### config.mk
export PLATFORM = sky130hd
export DESIGN_NAME = pipe_stage_skid
export DESIGN_NICKNAME = d
export VERILOG_FILES = /design/src/rtl/pipe_stage_skid.sv
export SDC_FILE = /design/constraint.sdc
export NUM_CORES = 1
export LEC_CHECK = 0
export BUFFER_PORTS_ARGS = -buffer_cell sky130_fd_sc_hd__buf_2
export CORE_MARGIN = 2
export CORE_UTILIZATION = 45
export DETAILED_ROUTE_END_ITERATION = 6
export PLACE_DENSITY = 0.73
export SYNTH_ARGS = -nofsm -noshare
export SYNTH_HDL_FRONTEND = slang
export SYNTH_SLANG_ARGS = --single-unit
export TNS_END_PERCENT = 100
### constraint.sdc
create_clock -name clk -period 2.1 [get_ports clk]
set_input_delay 0.21 -clock clk [delete_from_list [all_inputs] [get_ports clk]]
set_output_delay 0.21 -clock clk [all_outputs]
set_load 0.03 [all_outputs]
### src/rtl/pipe_stage_skid.sv
// Pipeline stage register with valid/ready handshake, one-entry skid buffer,
// bubble-inserting flush and a saturating count of empty output cycles.
module pipe_stage_skid #(
  parameter int CTRL_W   = 8,
  parameter int DATA_W   = 64,
  parameter int NUM_DATA = 3,
  parameter int CNT_W    = 16
) (
  input  logic                         clk,
  input  logic                         reset,
  input  logic                         in_valid,
  output logic                         in_ready,
  input  logic [CTRL_W-1:0]            in_ctrl,
  input  logic [NUM_DATA*DATA_W-1:0]   in_data,
  input  logic                         flush,
  output logic                         out_valid,
  input  logic                         out_ready,
  output logic [CTRL_W-1:0]            out_ctrl,
  output logic [NUM_DATA*DATA_W-1:0]   out_data,
  output logic [CNT_W-1:0]             bubble_cnt
);

  localparam int DW = NUM_DATA * DATA_W;
  localparam logic [CNT_W-1:0] CNT_MAX = '1;

  logic              main_valid;
  logic [CTRL_W-1:0] main_ctrl;
  logic [DW-1:0]     main_data;
  logic              skid_valid;
  logic [CTRL_W-1:0] skid_ctrl;
  logic [DW-1:0]     skid_data;

  logic accept;
  logic release_main;
  logic main_free;

  // in_ready looks only at the skid slot and flush, never at out_ready,
  // so no combinational path runs from downstream back to upstream.
  assign in_ready     = !skid_valid && !flush;
  assign accept       = in_valid && in_ready;
  assign release_main = main_valid && out_ready;
  assign main_free    = !main_valid || release_main;

  assign out_valid = main_valid;
  assign out_ctrl  = main_valid ? main_ctrl : '0;
  assign out_data  = main_data;

  always_ff @(posedge clk) begin
    if (reset) begin
      main_valid <= 1'b0;
      main_ctrl  <= '0;
      skid_valid <= 1'b0;
      skid_ctrl  <= '0;
    end else if (flush) begin
      main_valid <= 1'b0;
      main_ctrl  <= '0;
      skid_valid <= 1'b0;
      skid_ctrl  <= '0;
    end else begin
      // SKID is always older than any new input, so it refills MAIN first.
      if (main_free) begin
        if (skid_valid) begin
          main_valid <= 1'b1;
          main_ctrl  <= skid_ctrl;
        end else begin
          main_valid <= accept;
          if (accept) main_ctrl <= in_ctrl;
        end
      end
      if (accept && !main_free) begin
        skid_valid <= 1'b1;
        skid_ctrl  <= in_ctrl;
      end else if (main_free && skid_valid) begin
        skid_valid <= 1'b0;
      end
    end
  end

  // Data follows the same moves as ctrl but is left untouched by flush.
  always_ff @(posedge clk) begin
    if (reset) begin
      main_data <= '0;
      skid_data <= '0;
    end else if (!flush) begin
      if (main_free && skid_valid)  main_data <= skid_data;
      else if (main_free && accept) main_data <= in_data;
      if (accept && !main_free)     skid_data <= in_data;
    end
  end

  always_ff @(posedge clk) begin
    if (reset) begin
      bubble_cnt <= '0;
    end else if (!main_valid && bubble_cnt != CNT_MAX) begin
      bubble_cnt <= bubble_cnt + CNT_W'(1);
    end
  end

endmodule

==> reports/qor.txt <==
clock share of power: 42.2%
Overflow after GRT: 0
max frequency: 507.7 MHz
Setup WS post-layout: 0.1302 ns
M1 GR Usage: 29.34%
WP data required: 2.56 ns
switching power: 4.553 mW
detailed placer's ending HPWL: 30530 um
Iter 0 DRT Violations: 717
largest area contributor in the netlist: dfxtp_1
Final min period: 1.970 ns
Final GP Congestion: 0.8333
Max transition margin: 55.92%
WL/cell: 16.53 um
CP startpoint kind: flip-flop
Final Hold Vio Count: 0
Core Util, Final: 62.34%
Pwr Total: 18.01 mW
Final ANT Viol Nets: 0
final net count: 2651
Layout Skew: 0.02275 ns
CTS H-tree lvls: 2
Post-Synth Simple-Gate Area: 16.11%
cells after synthesis: 1872
wire length of the first global-routing pass: 77900 um
DRC Markers: 0
Skew-Pair Late Insertion Delay: 0.56 ns
Synth Area in Compound Gates: 16.05%
Die X: 195.7 um
setup violators final: 0
setup bufs post-CTS: 0
worst slew pin tran: 0.6612 ns
Slew Viols, Final: 0
peak supply drop: 0.6375 mV
placed cell count: 2667
Int Power: 13.46 mW
die height: 195.7 um
Non-Filler Instances: 2945
Sequential Power Share: 46.2%
number of fill cells: 2830
WHS: 0.03938 ns
Root Buffer: clkbuf_16
io pins: 423
critical-path maximum fanout: 21
number of synthesized flops with an enable pin: 0
Post-synth ARST share: 0%
Worst setup EP type: flip-flop
Sink Count: 418
IO buf count: 422
Tcrit/Tclk final: 93.80%
fin area: 22710 um^2
Sw Ratio: 25.28%
Mean Syn Cell Area: 8.836 um^2
Setup WS pre-CTS: 0.1649 ns
area after detailed placement: 19300 um^2
Area contributors post-synth: dfxtp_1 (51%), mux2i_1 (12%), nand2_1 (9.2%)
vias in the first global route: 15.41k
worst hold stages: 2
Syn Std Cell Area: 16540 um^2
gr busiest metal: met2
fraction of layout cells with a size suffix above 1: 22.75%
WL final: 48690 um
clock transition at the registers of the reported paths: 0.06 ns
Top FF cell, synth: dfxtp_1
routed vias: 15.64k
status: complete, no violations
number of core rows: 70
PD cells: 793.0 nW/um^2
clk buf depth: 3
xor/xnor cell area share of the yosys netlist: 0.1059%
die area: 38310 um^2
count leader, synth: dfxtp_1
largest net degree at the start of global routing: 93
CTS tree: done
unrepaired setup endpoints after global routing: no
top cell type's share of synthesized area: 50.59%
Syn-to-layout area delta: 37.31%
Synth top cells by count: dfxtp_1 (418), nand2_1 (405), nor2_1 (212), a21oi_1 (210), a211oi_1 (202)
total CTS buffers: 44
Setup TNS Final: 0 ns
critical path class: reg2reg
worst r2r path cells: 6
GR Util met2: 42.70%
first drt pass iteration count: 5
GRT Util Overall: 24.69%
Critical Path AT: 2.43 ns
Yosys reg bits: 418
Ys Warns: 0
sequential element share of the synthesized area: 50.59%
antenna violations before repair: 2
Core ar.: 36430 um^2
mux contribution to synthesized area: 12.30%
met3 Resource Use GR: 6.773%
largest family of logic cells by synthesized area: simple AND/OR/NAND/NOR gates
DR vias/cell: 5.310
Initial Util: 45.40%
Static Leak: 10.28 nW
Max Cap Viol: 0
adder-cell share of the synthesized area: 0.07564%
Synth cell types: 42
syn nets: 2078
Gate power share: 11.6%
Hold Crit Class: in2reg
kinds of logic (layout without fill, tap and decap cells):
logic type,Yosys count,after routing
other,0,2
buffers and inverters,161,764
flip-flops,418,418
AND/OR/NAND/NOR,664,664
XOR/XNOR,2,2
multiplexers,203,203
adder cells (fa/ha/maj),1,1
AO/OA/AOI/OAI,423,423
registers in the layout, summed over array words and instances, names as in the netlist:
name	count
bubble_cnt	16
skid_data	192
out_valid	1
main_ctrl	8
out_data	192
skid_valid	1
skid_ctrl	8
worst max-delay path, stage by stage, from the launching register on:
cell	delay, ns
dfxtp_1	0.37
and2b_1	0.27
a211oi_4	0.34
buf_12	0.22
buf_4	0.27
nor2_1	0.09
a211oi_1	0.28
layer usage:
metal,wire [um],vias to the layer above
li1,-,7601
met1,19590,7328
met4,1537,0
met5,0,-
met3,4023,124
met2,23540,584
power by group through the flow:
stage | Clock (mW) | Combinational (mW) | Sequential (mW)
after global placement | 0 | 1.72 | 8.48
after detailed placement | 0 | 1.76 | 8.49
after floorplan | 0 | 0.674 | 8.88
after CTS | 7.75 | 2.06 | 8.32
after global routing | 8.04 | 2.24 | 8.35
final | 7.60 | 2.09 | 8.32
final timing paths:
check	startpoint	to	slack, ns
worst max-delay path	out_valid	out_data[137]	0.13
worst min-delay path	reset	bubble_cnt[4]	0.04
worst max register to register	out_valid	out_data[137]	0.13
worst min register to register	skid_data[185]	skid_data[185]	0.45
layout make-up:
class                   instances  area (um^2)  share of cell area, %
diodes                          2        5.005                0.02204
clock inverters                12        132.6                 0.5840
inverters                       3        11.26                0.04958
repair buffers                685         4926                  21.69
multi-input cells            1293         7417                  32.66
flip-flops and latches        418         8368                  36.84
clock buffers                  64         1266                  5.575
well taps                     468        585.6                  2.578
timing repair:
item | CTS | global route
gates resized for setup | 0 | 1
hold endpoints to repair | 305 | 0
hold buffers | 200 | 0
endpoints found under the setup margin | 0 | 2
cells in the final DEF, fill, tap and decap left out, types with 2 or more instances in the layout:
cell	count
a211oi_1	202
a21oi_1	210
and2_1	8
and4b_1	2
buf_12	26
buf_2	421
buf_4	36
bufinv_16	2
clkbuf_1	11
clkbuf_16	44
clkbuf_8	9
clkinv_2	6
dfxtp_1	418
diode_2	2
dlygate4sd3_1	200
inv_1	2
inv_6	3
mux2_1	2
mux2i_1	201
nand2_1	404
nand2b_1	2
nand3_1	5
nand4_1	2
nand4b_1	2
nor2_1	212
nor2b_1	2
nor3_1	4
o21ai_0	5
o31ai_1	2
or2_2	2
or3_1	5
or4_1	2
xor2_1	2
Power figures use the tool's default switching activity.
